$ cat src/rtl/vga_timing_pkg.sv
// Shared raster timing constants and helpers for the 640x480@60 VGA path.
// Defaults describe the standard 25 MHz mode; vga_sync may override them per instance.
package vga_timing_pkg;

    localparam int COORD_W = 10;
    typedef logic [COORD_W-1:0] coord_t;

    localparam int H_ACTIVE_DEF = 640;
    localparam int H_FP_DEF     = 16;
    localparam int H_SYNC_DEF   = 96;
    localparam int H_BP_DEF     = 48;
    localparam int V_ACTIVE_DEF = 480;
    localparam int V_FP_DEF     = 10;
    localparam int V_SYNC_DEF   = 2;
    localparam int V_BP_DEF     = 33;

    localparam logic SYNC_POL_DEF = 1'b0;

    localparam int H_TOTAL_DEF = H_ACTIVE_DEF + H_FP_DEF + H_SYNC_DEF + H_BP_DEF;
    localparam int V_TOTAL_DEF = V_ACTIVE_DEF + V_FP_DEF + V_SYNC_DEF + V_BP_DEF;

    localparam int HS_START_DEF = H_ACTIVE_DEF + H_FP_DEF;
    localparam int HS_END_DEF   = HS_START_DEF + H_SYNC_DEF - 1;
    localparam int VS_START_DEF = V_ACTIVE_DEF + V_FP_DEF;
    localparam int VS_END_DEF   = VS_START_DEF + V_SYNC_DEF - 1;

    // Inside the sync window the line sits at the asserted polarity.
    function automatic logic sync_level(input logic in_window, input logic pol);
        return in_window ? pol : ~pol;
    endfunction

    // Wrap is an explicit compare against the last count, never an overflow.
    function automatic coord_t wrap_inc(input coord_t v, input coord_t last);
        return (v == last) ? '0 : v + coord_t'(1);
    endfunction

endpackage

$ cat src/rtl/vga_sync_if.sv
// Raster timing bundle between vga_sync (master) and the renderer (slave).
interface vga_sync_if;
    import vga_timing_pkg::*;

    logic   pixel_tick;
    coord_t pixel_x;
    coord_t pixel_y;
    logic   video_on;
    logic   VGA_HS;
    logic   VGA_VS;
    logic   line_end;
    logic   frame_start;

    modport master (
        output pixel_tick,
        output pixel_x,
        output pixel_y,
        output video_on,
        output VGA_HS,
        output VGA_VS,
        output line_end,
        output frame_start
    );

    modport slave (
        input pixel_tick,
        input pixel_x,
        input pixel_y,
        input video_on,
        input VGA_HS,
        input VGA_VS,
        input line_end,
        input frame_start
    );

endinterface

$ cat src/rtl/pixel_tick_gen.sv
// Divide-by-two prescaler: one-cycle pixel_tick every other clock edge.
module pixel_tick_gen (
    input  logic clk_sys,
    input  logic rst_n,
    output logic pixel_tick
);

    logic tick_q;
    logic tick_d;

    always_comb begin
        tick_d = ~tick_q;
    end

    always_ff @(posedge clk_sys or negedge rst_n) begin
        if (!rst_n) begin
            tick_q <= 1'b0;
        end else begin
            tick_q <= tick_d;
        end
    end

    assign pixel_tick = tick_q;

endmodule

$ cat src/rtl/vga_sync.sv
// Horizontal/vertical raster counters with registered sync, blanking and wrap pulses.
// All registered outputs are decoded from next-state counts so they move with pixel_x/pixel_y.
module vga_sync
    import vga_timing_pkg::*;
#(
    parameter int   H_ACTIVE = H_ACTIVE_DEF,
    parameter int   H_FP     = H_FP_DEF,
    parameter int   H_SYNC   = H_SYNC_DEF,
    parameter int   H_BP     = H_BP_DEF,
    parameter int   V_ACTIVE = V_ACTIVE_DEF,
    parameter int   V_FP     = V_FP_DEF,
    parameter int   V_SYNC   = V_SYNC_DEF,
    parameter int   V_BP     = V_BP_DEF,
    parameter logic SYNC_POL = SYNC_POL_DEF
) (
    input  logic            CLOCK_50,
    input  logic            reset_key,
    vga_sync_if.master      vga
);

    localparam int H_TOTAL = H_ACTIVE + H_FP + H_SYNC + H_BP;
    localparam int V_TOTAL = V_ACTIVE + V_FP + V_SYNC + V_BP;

    localparam coord_t H_LAST     = coord_t'(H_TOTAL - 1);
    localparam coord_t V_LAST     = coord_t'(V_TOTAL - 1);
    localparam coord_t H_ACT_C    = coord_t'(H_ACTIVE);
    localparam coord_t V_ACT_C    = coord_t'(V_ACTIVE);
    localparam coord_t HS_START_C = coord_t'(H_ACTIVE + H_FP);
    localparam coord_t HS_END_C   = coord_t'(H_ACTIVE + H_FP + H_SYNC - 1);
    localparam coord_t VS_START_C = coord_t'(V_ACTIVE + V_FP);
    localparam coord_t VS_END_C   = coord_t'(V_ACTIVE + V_FP + V_SYNC - 1);

    logic   pixel_tick;
    coord_t x_q, x_d;
    coord_t y_q, y_d;
    logic   video_on_q, video_on_d;
    logic   hs_q, hs_d;
    logic   vs_q, vs_d;
    logic   line_end_q, line_end_d;
    logic   frame_start_q, frame_start_d;
    logic   x_wrap;
    logic   y_wrap;

    pixel_tick_gen u_tick (
        .clk_sys    (CLOCK_50),
        .rst_n      (reset_key),
        .pixel_tick (pixel_tick)
    );

    always_comb begin
        x_wrap = (x_q == H_LAST);
        y_wrap = (y_q == V_LAST);
        x_d    = x_q;
        y_d    = y_q;
        if (pixel_tick) begin
            x_d = wrap_inc(x_q, H_LAST);
            if (x_wrap) begin
                y_d = wrap_inc(y_q, V_LAST);
            end
        end

        video_on_d = (x_d < H_ACT_C) && (y_d < V_ACT_C);
        hs_d       = sync_level((x_d >= HS_START_C) && (x_d <= HS_END_C), SYNC_POL);
        vs_d       = sync_level((y_d >= VS_START_C) && (y_d <= VS_END_C), SYNC_POL);

        // The prescaler toggles every edge, so the next tick level is ~pixel_tick.
        line_end_d    = ~pixel_tick && (x_d == H_LAST);
        frame_start_d = pixel_tick && x_wrap && y_wrap;
    end

    always_ff @(posedge CLOCK_50 or negedge reset_key) begin
        if (!reset_key) begin
            x_q           <= '0;
            y_q           <= '0;
            video_on_q    <= 1'b1;
            hs_q          <= ~SYNC_POL;
            vs_q          <= ~SYNC_POL;
            line_end_q    <= 1'b0;
            frame_start_q <= 1'b0;
        end else begin
            x_q           <= x_d;
            y_q           <= y_d;
            video_on_q    <= video_on_d;
            hs_q          <= hs_d;
            vs_q          <= vs_d;
            line_end_q    <= line_end_d;
            frame_start_q <= frame_start_d;
        end
    end

    assign vga.pixel_tick  = pixel_tick;
    assign vga.pixel_x     = x_q;
    assign vga.pixel_y     = y_q;
    assign vga.video_on    = video_on_q;
    assign vga.VGA_HS      = hs_q;
    assign vga.VGA_VS      = vs_q;
    assign vga.line_end    = line_end_q;
    assign vga.frame_start = frame_start_q;

endmodule

$ cat src/flat_wrapper.sv
// flat-port wrapper written by rule: the top's interface ports become plain ports
module vga_sync_flat import vga_timing_pkg::*;
#(
    parameter int   H_ACTIVE = H_ACTIVE_DEF,
    parameter int   H_FP     = H_FP_DEF,
    parameter int   H_SYNC   = H_SYNC_DEF,
    parameter int   H_BP     = H_BP_DEF,
    parameter int   V_ACTIVE = V_ACTIVE_DEF,
    parameter int   V_FP     = V_FP_DEF,
    parameter int   V_SYNC   = V_SYNC_DEF,
    parameter int   V_BP     = V_BP_DEF,
    parameter logic SYNC_POL = SYNC_POL_DEF
)
  (CLOCK_50, reset_key, vga_pixel_tick, vga_pixel_x, vga_pixel_y, vga_video_on, vga_VGA_HS, vga_VGA_VS, vga_line_end, vga_frame_start);
  vga_sync_if vga_i ();
  input  logic CLOCK_50;
  input  logic reset_key;
  output wire logic [$bits(vga_i.pixel_tick)-1:0] vga_pixel_tick;
  output wire logic [$bits(vga_i.pixel_x)-1:0] vga_pixel_x;
  output wire logic [$bits(vga_i.pixel_y)-1:0] vga_pixel_y;
  output wire logic [$bits(vga_i.video_on)-1:0] vga_video_on;
  output wire logic [$bits(vga_i.VGA_HS)-1:0] vga_VGA_HS;
  output wire logic [$bits(vga_i.VGA_VS)-1:0] vga_VGA_VS;
  output wire logic [$bits(vga_i.line_end)-1:0] vga_line_end;
  output wire logic [$bits(vga_i.frame_start)-1:0] vga_frame_start;
  assign vga_pixel_tick = vga_i.pixel_tick;
  assign vga_pixel_x = vga_i.pixel_x;
  assign vga_pixel_y = vga_i.pixel_y;
  assign vga_video_on = vga_i.video_on;
  assign vga_VGA_HS = vga_i.VGA_HS;
  assign vga_VGA_VS = vga_i.VGA_VS;
  assign vga_line_end = vga_i.line_end;
  assign vga_frame_start = vga_i.frame_start;
  vga_sync #(.H_ACTIVE(H_ACTIVE), .H_FP(H_FP), .H_SYNC(H_SYNC), .H_BP(H_BP), .V_ACTIVE(V_ACTIVE), .V_FP(V_FP), .V_SYNC(V_SYNC), .V_BP(V_BP), .SYNC_POL(SYNC_POL)) u_core (.CLOCK_50(CLOCK_50), .reset_key(reset_key), .vga(vga_i));
endmodule
$ cat config.mk
export PLATFORM = sky130hd
export DESIGN_NAME = vga_sync_flat
export DESIGN_NICKNAME = d
export VERILOG_FILES = /design/src/rtl/vga_timing_pkg.sv /design/src/rtl/vga_sync_if.sv /design/src/rtl/pixel_tick_gen.sv /design/src/rtl/vga_sync.sv /design/src/flat_wrapper.sv
export SDC_FILE = /design/constraint.sdc
export NUM_CORES = 1
export LEC_CHECK = 0
export CORE_UTILIZATION = 42
export DETAILED_ROUTE_END_ITERATION = 7
export GPL_TIMING_DRIVEN = 0
export PLACE_DENSITY = 0.79
export SETUP_SLACK_MARGIN = 0.5
export SYNTH_ARGS = -nofsm -noshare
export SYNTH_HDL_FRONTEND = slang
export SYNTH_SLANG_ARGS = --single-unit
export TNS_END_PERCENT = 100
$ cat constraint.sdc
create_clock -name CLOCK_50 -period 4.5 [get_ports CLOCK_50]
set_clock_uncertainty 0.15 [all_clocks]
set_input_delay 0.9 -clock CLOCK_50 [delete_from_list [all_inputs] [get_ports CLOCK_50]]
set_output_delay 0.9 -clock CLOCK_50 [all_outputs]
set_load 0.02 [all_outputs]
==> flow_summary_export.csv <==
group,metric,value,unit
outcome,outcome,"completed",
global_route,grt_max_degree,27,
critical_path,critPathMaxStageDelay,0.66,ns
clock_tree,htree_levels,1,
critical_path,arrival,1.50,ns
synth,yosysMostFrequentCell,"dfrtp_1",
synth,ys_top_cells_by_count,"dfrtp_1 (23), nand3_1 (13), inv_1 (11), nand2_1 (10), xnor2_1 (9)",
power_and_ir_drop,sw_frac_of_total,21.6,%
timing,fin_crit_sh,56.7,%
clock_tree,ctsRootBufferMaster,"clkbuf_4",
power_and_ir_drop,p_int,0.269,mW
min_path,hold_path_depth,1,
clock_tree,postCtsHoldBufs,0,
power_and_ir_drop,p_sw,0.0742,mW
global_route,grt_remaining_overflow,0,
drt,via_per_inst,5.56,
clock_tree,post-cts-setup-buffers,0,
job,drv_cap,0,
synth,yosys_warnings,0,
die,start_util,45.1,%
final_layout,syn_to_final_growth,25.1,%
place,hpwl,2340,µm
min_path,worstHoldPathType,"flip-flop to flip-flop",
global_route,grt_pass1_vias,1157,
critical_path,crit_family,"buffers and inverters",
power_and_ir_drop,power.leakage,0.676,nW
global_route,grt.total_usage,19.6,%
power_and_ir_drop,p_per_area,196,nW/µm²
synth,synthTopCellsByArea,"dfrtp_1 (41%), dfstp_2 (5.6%), xnor2_1 (5.6%)",
synth,syn_area_per_cell,10.1,µm²
drt,dr.pass1.iters,4,
drt,vias,1189,
timing,rsz0062_at_grt,"no",
final_layout,fin_nets,176,
critical_path,rr_startpoint,"u_core.vga.pixel_x[5]",
clock_tree,cts_max_path_buffers,2,
timing,hold_ws,0.409,ns
critical_path,cp_num_cells,1,
place,post-place-cells,210,
synth,synth-seq-area-share,46.8,%
critical_path,cp-endpoint,"vga_pixel_x[8]",
final_layout,antenna_cells,0,
clock_tree,cts_tree,"yes",
drt,drtIter0Drc,40,
timing,fin_tns_setup,0,ns
critical_path,crit_chain,"clkdlybuf4s50_1",
synth,synth_top_area_share,41.1,%
timing,slew_viol_final,0,
global_route,grt_pass1_wl,5200,µm
synth,synth_top_cell_by_area,"dfrtp_1",
synth,synth_area,1400,µm²
place,pre_cts_slack,2.04,ns
critical_path,critPathKind,"flip-flop to primary output",
die,dieHeight,59.7,µm
critical_path,end_kind,"primary output",
clock_tree,cts_sinks,26,
synth,async_flop_share,100,%
power_and_ir_drop,clockPowerShare,30.5,%
synth,ys_ff_latch,26,
critical_path,critPathMaxFanout,9,
critical_path,rr_worst_depth,5,
critical_path,cp_num_buf_inv,1,
drt,wl,3150,µm
timing,fmax,0.392,GHz
final_layout,n_fill_cell,316,
power_and_ir_drop,ir_worst_vdd,202,µV
synth,synth.distinct_cells,39,
timing,max_slew.worst_pin.slew,1.14,ns
critical_path,start_kind,"flip-flop",
drt,ant_nets,0,
die,rows,20,
critical_path,cp_slowest_cell,"clkdlybuf4s50_1",
global_route,antenna_found_initial,0,
synth,synthesis.nets,144,
power_and_ir_drop,combPwrFrac,1.5,%
drt,post_drt_wl_per_cell,14.7,µm
clock_tree,cts_buffers,3,
drt,route.detailed.drc,0,
place,portBuffers,27,
power_and_ir_drop,seqPwrFrac,68.1,%
clock_tree,ctsResizeCount,0,
critical_path,startpoint,"u_core.vga.pixel_x[8]",
die,ios,28,
clock_tree,clk_pin_slew,0.14,ns
timing,fin_ws,1.95,ns
critical_path,cp.required,3.45,ns
critical_path,r2r-end,"u_core.vga.VGA_VS",
place,gp_congestion,0.863,
timing,setup_violations,0,
timing,fin_crit,2.55,ns
die,core_area,3100,µm²
synth,synth_edf_count,0,
die,die_x,59.7,µm
timing,slew_headroom,23.9,%
die,die_area,3570,µm²
critical_path,rrSetupSlack,2.09,ns
final_layout,drive_gt1_share,9.41,%
synth,synthCells,139,
clock_tree,insertion_delay,0.33,ns
synth,synthFlopType,"dfrtp_1",
timing,hold_violations,0,
final_layout,fin_cells,214,
[state kept, by name (all words and copies together) (netlist names)]
signal and count:
u_core.vga.video_on 1, u_core.vga.line_end 1, u_core.vga.pixel_y 10, u_core.u_tick.pixel_tick 1, u_core.vga.pixel_x 10, u_core.vga.VGA_VS 1, u_core.vga.frame_start 1, u_core.vga.VGA_HS 1
[cells in the final DEF, fill, tap and decap left out, drive strengths merged, types with 3 or more instances in the layout]
cell type,synthesis,routed
dfstp,3,3
clkbuf,1,5
nor4,7,7
inv,11,11
o21ai,5,5
nor2,7,7
clkdlybuf4s50,0,27
nand4,7,7
nor3,4,4
nor2b,3,3
nand2,10,10
xnor2,9,9
nand3,13,13
or4,3,3
dfrtp,23,23
ha,3,3
or3,4,4
[through the flow]
| step | utilization, % | total power, mW | instance area [µm²] |
|---|---|---|---|
| 2_1_floorplan | - | 0.238 | 1400 |
| 3_3_place_gp | 55.6 | 0.243 | 1720 |
| 3_5_place_dp | 55.6 | 0.244 | 1720 |
| 4_1_cts | 56.4 | 0.351 | 1750 |
| 5_1_grt | 56.4 | 0.357 | 1750 |
| 6_report | 56.4 | 0.344 | 1750 |
[cell families after synthesis]
group           count (synthesis)  share of synthesized area [%]
buf+inv                        14                           3.94
fa+ha+maj                       3                           2.68
simple gates                   66                           29.5
flops                          26                           46.8
xor+xnor                       10                           6.26
compound gates                 17                           8.59
mux                             3                           2.24
[worst min-delay path by stage]
| stage | endpoint | start | slack [ns] |
|---|---|---|---|
| finish | u_core.vga.pixel_y[8] | u_core.vga.pixel_y[8] | 0.41 |
| global route | u_core.vga.pixel_y[8] | u_core.vga.pixel_y[8] | 0.46 |
| CTS | u_core.vga.pixel_y[8] | u_core.vga.pixel_y[8] | 0.42 |
| detailed placement | u_core.vga.pixel_y[8] | u_core.vga.pixel_y[8] | 0.39 |
| global placement | u_core.vga.pixel_y[8] | u_core.vga.pixel_y[8] | 0.38 |
| floorplan | u_core.u_tick.pixel_tick | reset_key | 0.45 |
[area by class of cell]
cell class                      count  area [µm²]  share of cell area [%]
Tap cell                           44        55.1                    3.15
Buffer                              3        13.8                   0.786
Multi-Input combinational cell     99         689                    39.4
Timing Repair Buffer               27         270                    15.4
Clock buffer                        4        26.3                    1.50
Inverter                           11        41.3                    2.36
Sequential cell                    26         654                    37.4
[metal layers]
| layer | part of all wire [%] | track usage, % | up-vias |
|---|---|---|---|
| li1 | - | - | 573 |
| met4 | 1.7 | 5.98 | 0 |
| met2 | 50 | 33.2 | 29 |
| met1 | 45 | 24.6 | 581 |
| met5 | 0 | 0 | - |
| met3 | 3.3 | 4.98 | 6 |
[power groups by stage]
stage                     sequential [mW]  combinational, mW  clock (mW)
final                               0.234            0.00506       0.105
after global routing                0.234            0.00616       0.117
after CTS                           0.234            0.00545       0.112
after detailed placement            0.238            0.00545           0
after global placement              0.238            0.00524           0
after floorplan                     0.238        0.000000224           0
Power figures use the tool's default switching activity.
